[src/rtl/axi_read_arbiter_pkg.sv]
// axi_read_arbiter_pkg
// Shared types and constants for the AXI read-channel arbiter and its
// round-robin helper.
//   axi_arb_state_t : arbiter FSM states (IDLE / ADDR / DATA)
//   axi_ar_t        : registered AR payload (addr, len, size, burst)
//   AXI_BURST_INCR  : AXI INCR burst encoding
//   idx_width()     : width of a binary index over n requesters (min 1)
package axi_read_arbiter_pkg;

    localparam int         AXI_ADDR_WIDTH = 32;
    localparam logic [1:0] AXI_BURST_INCR = 2'b01;

    typedef enum logic [1:0] {
        IDLE = 2'd0,
        ADDR = 2'd1,
        DATA = 2'd2
    } axi_arb_state_t;

    typedef struct packed {
        logic [AXI_ADDR_WIDTH-1:0] addr;
        logic [7:0]                len;
        logic [2:0]                size;
        logic [1:0]                burst;
    } axi_ar_t;

    function automatic int idx_width(input int n);
        return (n > 1) ? $clog2(n) : 1;
    endfunction

endpackage

[src/rtl/axi_read_arbiter_rr_arbiter.sv]
// rr_arbiter
// Purely combinational round-robin arbiter. The search starts at the index
// after last_grant_i and wraps modulo NUM_REQ, so the most recent winner has
// the lowest priority.
//   req_i        : request vector
//   last_grant_i : index of the previous winner
//   grant_oh_o   : one-hot grant (all zero when nothing requests)
//   grant_idx_o  : binary grant index (0 when nothing requests)
//   valid_o      : at least one request present
module rr_arbiter
    import axi_read_arbiter_pkg::*;
#(
    parameter int NUM_REQ = 2,
    localparam int IDXW   = idx_width(NUM_REQ)
) (
    input  logic [NUM_REQ-1:0] req_i,
    input  logic [IDXW-1:0]    last_grant_i,
    output logic [NUM_REQ-1:0] grant_oh_o,
    output logic [IDXW-1:0]    grant_idx_o,
    output logic               valid_o
);

    logic [IDXW-1:0] cand;
    logic            found;

    always_comb begin
        grant_oh_o  = '0;
        grant_idx_o = '0;
        found       = 1'b0;
        cand        = '0;
        for (int off = 1; off <= NUM_REQ; off++) begin
            cand = IDXW'((int'(last_grant_i) + off) % NUM_REQ);
            if (!found && req_i[cand]) begin
                found             = 1'b1;
                grant_oh_o[cand]  = 1'b1;
                grant_idx_o       = cand;
            end
        end
        valid_o = found;
    end

endmodule

[src/rtl/axi_read_arbiter.sv]
// axi_read_arbiter
// Shares one AXI4 read channel between NUM_REQ masters (0 = I-bus,
// 1 = D-bus), one burst outstanding, round-robin per burst. The grant is
// held from AR acceptance until the RLAST handshake.
// Ports:
//   clk, rst                  : clock, synchronous active-low reset
//   s_ar*                     : per-requester AR channels (packed by index)
//   s_r*                      : R channel routed to the granted requester
//   m_ar*, m_r*               : memory-side AXI read channel
//   grant_idx                 : current / last granted requester
//   busy                      : FSM not idle
//   burst_err                 : sticky beat-count vs. rlast mismatch
//   dbg_state                 : FSM state for observation
// Handshake rule used throughout: a transfer happens on a rising edge where
// valid and ready are both high; valid never waits on ready.
// ADDR_WIDTH must equal AXI_ADDR_WIDTH of the package (payload struct width).
module axi_read_arbiter
    import axi_read_arbiter_pkg::*;
#(
    parameter int NUM_REQ    = 2,
    parameter int ADDR_WIDTH = AXI_ADDR_WIDTH,
    parameter int DATA_WIDTH = 32,
    localparam int IDXW      = idx_width(NUM_REQ)
) (
    input  logic                          clk,
    input  logic                          rst,
    input  logic [NUM_REQ-1:0]            s_arvalid,
    output logic [NUM_REQ-1:0]            s_arready,
    input  logic [NUM_REQ*ADDR_WIDTH-1:0] s_araddr,
    input  logic [NUM_REQ*8-1:0]          s_arlen,
    input  logic [NUM_REQ*3-1:0]          s_arsize,
    input  logic [NUM_REQ*2-1:0]          s_arburst,
    output logic [NUM_REQ-1:0]            s_rvalid,
    input  logic [NUM_REQ-1:0]            s_rready,
    output logic [DATA_WIDTH-1:0]         s_rdata,
    output logic [1:0]                    s_rresp,
    output logic                          s_rlast,
    output logic [ADDR_WIDTH-1:0]         m_araddr,
    output logic [7:0]                    m_arlen,
    output logic [2:0]                    m_arsize,
    output logic [1:0]                    m_arburst,
    output logic                          m_arvalid,
    input  logic                          m_arready,
    input  logic [DATA_WIDTH-1:0]         m_rdata,
    input  logic [1:0]                    m_rresp,
    input  logic                          m_rlast,
    input  logic                          m_rvalid,
    output logic                          m_rready,
    output logic [IDXW-1:0]               grant_idx,
    output logic                          busy,
    output logic                          burst_err,
    output axi_arb_state_t                dbg_state
);

    axi_arb_state_t  state_q, state_d;
    axi_ar_t         ar_q, ar_sel;
    logic            m_arvalid_q;
    logic [IDXW-1:0] grant_q;
    logic [IDXW-1:0] last_grant_q;
    logic [7:0]      beat_q;
    logic            burst_err_q;

    logic [NUM_REQ-1:0] arb_oh;
    logic [IDXW-1:0]    arb_idx;
    logic               arb_valid;
    logic               r_hs;
    logic               beat_mismatch;

    rr_arbiter #(.NUM_REQ(NUM_REQ)) u_rr (
        .req_i        (s_arvalid),
        .last_grant_i (last_grant_q),
        .grant_oh_o   (arb_oh),
        .grant_idx_o  (arb_idx),
        .valid_o      (arb_valid)
    );

    // Payload of the current arbitration winner.
    always_comb begin
        ar_sel.addr  = s_araddr[arb_idx*ADDR_WIDTH +: ADDR_WIDTH];
        ar_sel.len   = s_arlen[arb_idx*8 +: 8];
        ar_sel.size  = s_arsize[arb_idx*3 +: 3];
        ar_sel.burst = s_arburst[arb_idx*2 +: 2];
    end

    // Error on rlast at the wrong beat, or a missing rlast on the final beat.
    assign beat_mismatch = m_rlast ? (beat_q != ar_q.len) : (beat_q == ar_q.len);

    // State register plus the datapath registers it controls.
    always_ff @(posedge clk) begin
        if (!rst) begin
            state_q      <= IDLE;
            ar_q         <= '0;
            m_arvalid_q  <= 1'b0;
            grant_q      <= '0;
            last_grant_q <= IDXW'(NUM_REQ - 1);
            beat_q       <= '0;
            burst_err_q  <= 1'b0;
        end else begin
            state_q <= state_d;
            case (state_q)
                IDLE: begin
                    if (arb_valid) begin
                        ar_q        <= ar_sel;
                        grant_q     <= arb_idx;
                        m_arvalid_q <= 1'b1;
                    end
                end
                ADDR: begin
                    if (m_arready) begin
                        m_arvalid_q <= 1'b0;
                        beat_q      <= '0;
                    end
                end
                DATA: begin
                    if (r_hs) begin
                        beat_q <= beat_q + 8'd1;
                        if (beat_mismatch) burst_err_q <= 1'b1;
                        if (m_rlast) last_grant_q <= grant_q;
                    end
                end
                default: ;
            endcase
        end
    end

    // Next-state logic. m_arvalid is always high in ADDR, so m_arready alone
    // completes the AR handshake there.
    always_comb begin
        state_d = state_q;
        case (state_q)
            IDLE:    if (arb_valid) state_d = ADDR;
            ADDR:    if (m_arready) state_d = DATA;
            DATA:    if (r_hs && m_rlast) state_d = IDLE;
            default: state_d = IDLE;
        endcase
    end

    // Output logic: AR accept pulse in IDLE, R routing in DATA.
    always_comb begin
        s_arready = '0;
        s_rvalid  = '0;
        m_rready  = 1'b0;
        r_hs      = 1'b0;
        case (state_q)
            IDLE: s_arready = arb_oh;
            DATA: begin
                m_rready          = s_rready[grant_q];
                s_rvalid[grant_q] = m_rvalid;
                r_hs              = m_rvalid && s_rready[grant_q];
            end
            default: ;
        endcase
    end

    assign s_rdata   = m_rdata;
    assign s_rresp   = m_rresp;
    assign s_rlast   = m_rlast;
    assign m_araddr  = ar_q.addr;
    assign m_arlen   = ar_q.len;
    assign m_arsize  = ar_q.size;
    assign m_arburst = ar_q.burst;
    assign m_arvalid = m_arvalid_q;
    assign grant_idx = grant_q;
    assign busy      = (state_q != IDLE);
    assign burst_err = burst_err_q;
    assign dbg_state = state_q;

endmodule

[config.mk]
export PLATFORM = sky130hd
export DESIGN_NAME = axi_read_arbiter
export DESIGN_NICKNAME = d
export VERILOG_FILES = /design/src/rtl/axi_read_arbiter_pkg.sv /design/src/rtl/axi_read_arbiter_rr_arbiter.sv /design/src/rtl/axi_read_arbiter.sv
export SDC_FILE = /design/constraint.sdc
export NUM_CORES = 1
export LEC_CHECK = 0
export ABC_AREA = 1
export CORE_AREA = 2 2 88 90
export DETAILED_ROUTE_END_ITERATION = 10
export DIE_AREA = 0 0 90 92
export DONT_BUFFER_PORTS = 1
export PLACE_DENSITY = 0.67
export SYNTH_ARGS = -nofsm -noshare
export SYNTH_HDL_FRONTEND = slang
export SYNTH_SLANG_ARGS = --single-unit
[constraint.sdc]
create_clock -name clk -period 2.76 [get_ports clk]
set_input_delay 0.552 -clock clk [delete_from_list [all_inputs] [get_ports clk]]
set_output_delay 0.552 -clock clk [all_outputs]
set_load 0.01 [all_outputs]
### Yosys cells after proc, flatten, opt, wreduce, memory -nomap -nowiden

Cells that the tools add are included.

| word-level totals | value |
|---|---|
| word-level logic and storage cells | 84 |
| register bits after elaboration | 59 |
| output and inout port bits | 91 |

| cells by class | value |
|---|---|
| eq/ne operators | 8 |
| mux-type cells | 33 |
| bitwise gates (word level) | 2 |
| add/sub/neg operators | 3 |
| $lt $le $gt $ge | 6 |
| $mul | 1 |
| reductions and logical operators | 17 |
| shifts and indexed selects | 4 |

Operator list:

| kind | number |
|---|---|
| 64-bit by 7-bit indexed part select with 32-bit output | 1 |
| 1-bit 2-to-1 mux | 18 |
| 8-bit 2-to-1 mux | 2 |
| 8-bit case mux with 2 select lines | 1 |
| 16-bit by 5-bit indexed part select with 8-bit output | 1 |
| 3-bit AND reduction | 5 |
| 2-bit 2-to-1 mux | 7 |
| 8-bit by 1-bit adder with 8-bit output, second input constant | 1 |
| 8-bit == test | 1 |
| 2-bit != test, second input constant | 4 |
| 8-bit != test | 1 |
| 1-bit logical AND | 6 |
| 1-bit by 2-bit < comparator with 1-bit output, second input constant | 3 |
| 2-bit case mux with 3 select lines | 1 |
| 2-bit nonzero test | 3 |
| 6-bit by 4-bit indexed part select with 3-bit output | 1 |
| 4-bit by 3-bit indexed part select with 2-bit output | 1 |
| 1-bit demux with 1-bit select | 3 |
| 1-bit >= comparator, second input constant | 3 |
| 1-bit by 2-bit multiplier with 3-bit output, second input constant | 1 |
| 1-bit adder, second input constant | 2 |
| 2-bit bitwise AND | 1 |
| 2-bit by 1-bit == test with 1-bit output, second input constant | 1 |
| 2-bit == test, second input constant | 1 |
| 5 further kinds | 5 |

### Longest topological paths before layout

| depth | value |
|---|---|
| depth in word-level cells | 9 |
| gate-level depth with buffers | 10 |
| mapped depth without buffers | 10 |

### Cells and area by module

Synthesis repeated with hierarchy kept, for this count alone.

| second synthesis, totals | value |
|---|---|
| cells, all modules | 473 |
| area total of the unflattened synthesis | 3201.8 um^2 |

Modules (own cells, without submodules):

| module | cells an instance | seq. area each (um^2) | area an instance (um^2) | times used |
|---|---|---|---|---|
| axi_read_arbiter | 466 | 1181.1 | 3170.5 | 1 |
| rr_arbiter | 7 | 0.0 | 31.3 | 1 |

### Least setup slack after synthesis

No wires, ideal clock.

| timing | value |
|---|---|
| kind | input port to output port |
| from | input s_arvalid[1] |
| to | output s_arready[0] |
| data arrival time | 1.228 ns |
| data required time | 2.208 ns |
| path slack | 0.980 ns |
| stages | 6 |
| path through | inv_1 a21oi_1 nor2_1 nor2_4 inv_1 a21oi_1 |

| between the ends | value |
|---|---|
| word-level cells in the longest chain between the ends | 7 |

Ends and longest elaborated chain:

| element | RTL line | text |
|---|---|---|
| start, declared | axi_read_arbiter.sv:27 | `input logic [NUM_REQ-1:0] s_arvalid,` |
| 1-bit 2-to-1 mux (implied by the code) (2 in series) | axi_read_arbiter_rr_arbiter.sv:33 | `if (!found && req_i[cand]) begin` |
| 1-bit 2-to-1 mux | axi_read_arbiter_rr_arbiter.sv:33 |  |
| 1-bit zero test | axi_read_arbiter_rr_arbiter.sv:33 |  |
| 1-bit logical AND | axi_read_arbiter_rr_arbiter.sv:33 |  |
| 2-bit 2-to-1 mux (*) | axi_read_arbiter_rr_arbiter.sv:33 |  |
| 2-bit 2-to-1 mux (*) | axi_read_arbiter.sv:144 | `case (state_q)` |
| end, declared | axi_read_arbiter.sv:28 | `output logic [NUM_REQ-1:0] s_arready,` |

Every way passes the cells marked *; elsewhere a longest branch is shown, timed or not. The select of a mux whose other input is x is not followed.

### Final worst setup path

| timing | value |
|---|---|
| from | register last_grant_q |
| to | output s_arready[0] |

| between the ends | value |
|---|---|
| word-level cells in the longest chain between the ends | 9 |

Ends and longest elaborated chain:

| element | RTL line | text |
|---|---|---|
| start, declared | axi_read_arbiter.sv:59 | `logic [IDXW-1:0] last_grant_q;` |
| start signal, assigned | axi_read_arbiter.sv:95 | `last_grant_q <= IDXW'(NUM_REQ - 1);` |
| start signal, assigned | axi_read_arbiter.sv:118 | `if (m_rlast) last_grant_q <= grant_q;` |
| 1-bit adder | axi_read_arbiter_rr_arbiter.sv:32 | `cand = IDXW'((int'(last_grant_i) + off) % NUM_REQ);` |
| 1-bit by 2-bit < comparator with 1-bit output (implied by the code) / 1-bit >= comparator (equally long branches) | axi_read_arbiter_rr_arbiter.sv:35 | `grant_oh_o[cand] = 1'b1;` |
| 1-bit logical AND (implied by the code) | axi_read_arbiter_rr_arbiter.sv:35 |  |
| 1-bit 2-to-1 mux (implied by the code) | axi_read_arbiter_rr_arbiter.sv:35 |  |
| 1-bit demux with 1-bit select | n/a |  |
| 2-bit 2-to-1 mux | axi_read_arbiter_rr_arbiter.sv:33 |  |
| 2-bit OR (no line) | n/a |  |
| 2-bit 2-to-1 mux (*) | axi_read_arbiter_rr_arbiter.sv:33 |  |
| 2-bit 2-to-1 mux (*) | axi_read_arbiter.sv:144 |  |

Marked as above.

==> results.sh <==
export IMPL_critPathKind="flop to primary output"
export IMPL_min_path_type="input port to flop"
export IMPL_wl_per_cell_um=15.03
export IMPL_start_util=0.4073
export IMPL_grt_overflow_total=0
export IMPL_cpMaxStageDelayCell="dfxtp_1"
export IMPL_hold_viol_final=0
export IMPL_setup_viol=0
export IMPL_slowest_delay_ps=410
export IMPL_synthesis_area_um2=3033
export IMPL_outcome="finished clean"
export IMPL_relSlewSlack=0.6832
export IMPL_rsz0062_at_grt="false"
export IMPL_grt_usage=0.1741
export IMPL_slew_violations=0
export IMPL_clock_sinks=59
export IMPL_wirelength_mm=7.378
export IMPL_clock_path_buffers=2
export IMPL_placed_area_um2=2820
export IMPL_synthDistinctLibCells=21
export IMPL_drtAntennaViolNets=0
export IMPL_route_detailed_drc=0
export IMPL_ios=224
export IMPL_antenna_found_initial=0
export IMPL_vias_per_cell=5.489
export IMPL_synth_cells=431
export IMPL_crit_arrival_ps=1730
export IMPL_cts_hold_repair_buffers=0
export IMPL_area_growth_pct=0.9490
export IMPL_clk_pin_slew_ps=60
export IMPL_ctsResizeCount=0
export IMPL_critPathBufInv=1
export IMPL_dieHeight_um=92
export IMPL_first_iter_violations=148
export IMPL_coreArea_um2=7447
export IMPL_diodes=0
export IMPL_worstPathRequired_ps=2210
export IMPL_skew_ps=6.297
export IMPL_synth_seq_cells=59
export IMPL_p_leak_nw=1.239
export IMPL_path_cells="nand2_2 -> o21ai_1 -> nor2_1 -> nor2_4 -> inv_1 -> a21oi_1"
export IMPL_pwr_density_cell_nw_per_um2=762.6
export IMPL_ir_worst_vdd_mv=0.2699
export IMPL_post_cts_buffers=0
export IMPL_yosysWarningCount=0
export IMPL_crit_family="simple AND/OR/NAND/NOR gates"
export IMPL_fin_nets=518
export IMPL_worst_slew_pin_slew_ps=475.2
export IMPL_drtPass1Iterations=4
export IMPL_grt_pass1_vias=2457
export IMPL_ys_seq_area_frac=0.3894
export IMPL_synth_fp_nets=565
export IMPL_path_max_fanout=22
export IMPL_maxCapViolCount=0
export IMPL_cts_tree="done"
export IMPL_tns_ps=0
export IMPL_syn_area_per_cell_um2=7.037
export IMPL_cts_max_level=3
export IMPL_gp_congestion=0.8241
export IMPL_fin_crit_sh=0.8260
export IMPL_clockRootBuffer="clkbuf_8"
export IMPL_grt_max_degree=51
export IMPL_clk_latency_ps=330
export IMPL_worstSetupStartpointType="flop"
export IMPL_grt_pass1_wl_mm=11.76
export IMPL_drive_gt1_frac=0.06684
export IMPL_die_area_um2=8280
export IMPL_numCtsBuffers=9
export IMPL_io_buffers=0
export IMPL_hpwl_mm=5.236
export IMPL_finalCriticalPeriod_ps=2280
export IMPL_rows=32
export IMPL_die_w_um=90
export IMPL_total_power_mw=2.335
export IMPL_fin_area_um2=3062
export IMPL_endpoint_kind="primary output"
export IMPL_vias=2695
export IMPL_fmax_mhz=438.6
[cells in the mapped netlist, drive strengths merged]
cell type / count / share of area
xnor2: 3 / 0.0087
a21oi: 10 / 0.017
o21ai: 49 / 0.081
buf: 46 / 0.10
inv: 28 / 0.035
a31oi: 45 / 0.093
nor2: 25 / 0.035
dfxtp: 59 / 0.39
clkbuf: 17 / 0.021
o211ai: 1 / 0.0025
xor2: 2 / 0.0058
nand2: 89 / 0.11
nor3: 4 / 0.0066
nand3: 52 / 0.086
ha: 1 / 0.0041
[kinds of logic (layout without fill, tap and decap cells)]
family,count (synthesis),after routing,share of synthesized area
fa+ha+maj,1,1,0.004125
buf+inv,91,49,0.1601
compound gates,105,105,0.1927
flops,59,59,0.3894
simple gates,170,170,0.2393
xor+xnor,5,5,0.01444
[power by group]
group / internal [mW] / switching (mW)
registers: 0.951 / 0.123
clock network: 0.622 / 0.338
logic: 0.111 / 0.190
total: 1.68 / 0.651
[worst paths after layout]
check | start | end | slack, ps | depth (start not counted)
min | rst | last_grant_q$_SDFFE_PN1P_ | 330 | 1
min reg2reg | beat_q[0]$_SDFFE_PN0P_ | beat_q[0]$_SDFFE_PN0P_ | 490 | 2
max reg2reg | last_grant_q$_SDFFE_PN1P_ | m_araddr[28]$_SDFFE_PN0P_ | 880 | 7
max | last_grant_q$_SDFFE_PN1P_ | s_arready[0] | 480 | 6
[metal layers]
layer,share of wire,GRT usage
met1,0.40,0.1900
met2,0.48,0.2982
met3,0.10,0.07888
met4,0.015,0.06410
met5,0,0
[stage by stage]
| step | utilization | setup slack, ps | hold slack (ps) | instances |
|---|---|---|---|---|
| global route | 0.4111 | 322.5 | 313.3 | 491 |
| CTS | 0.4111 | 424.1 | 300.6 | 491 |
| global placement | 0.3787 | 709.8 | 485.4 | 475 |
| floorplan | - | 979.5 | 469.4 | 431 |
| detailed placement | 0.3787 | 695.2 | 487.3 | 475 |
| finish | 0.4111 | 480.3 | 328.5 | 491 |
[worst register-to-register path: stages (launching register included)]
cell and delay, ps:
dfxtp_1 410, nand2_2 300, o21ai_1 180, nor2_1 100, nor2_4 100, buf_4 390
o21ai_0 170, a31oi_1 150
[flip-flops by register name (all words and copies together), names as in the netlist]
name and flops:
burst_err 1, m_arburst 2, dbg_state 2, m_arsize 3, beat_q 8, m_arlen 8, m_arvalid 1, m_araddr 32
grant_idx 1, last_grant_q 1
[cell type report]
| class | instances | area (um^2) |
|---|---|---|
| clock inverters | 5 | 100.1 |
| inverters | 28 | 105.1 |
| clock buffers | 11 | 141.4 |
| repair buffers | 5 | 37.54 |
| multi-input cells | 281 | 1369 |
| well taps | 102 | 127.6 |
| fillers | 796 | 4385 |
| flip-flops and latches | 59 | 1181 |
[placed cells by master, fill, tap and decap left out]
cell type / instances
inv_1: 28
bufinv_16: 3
nand3_1: 52
o211ai_1: 1
ha_1: 1
nor3_1: 4
nand2_2: 3
xnor2_1: 3
a31oi_1: 45
nor2_4: 1
nor2_2: 2
dfxtp_1: 59
o21ai_1: 18
clkbuf_8: 10
xor2_1: 2
nand2_1: 86
o21ai_0: 31
nor2_1: 22
a21oi_1: 10
buf_4: 5
clkbuf_1: 1
clkinv_2: 2
Note: power is estimated with default switching activity, not from simulation.
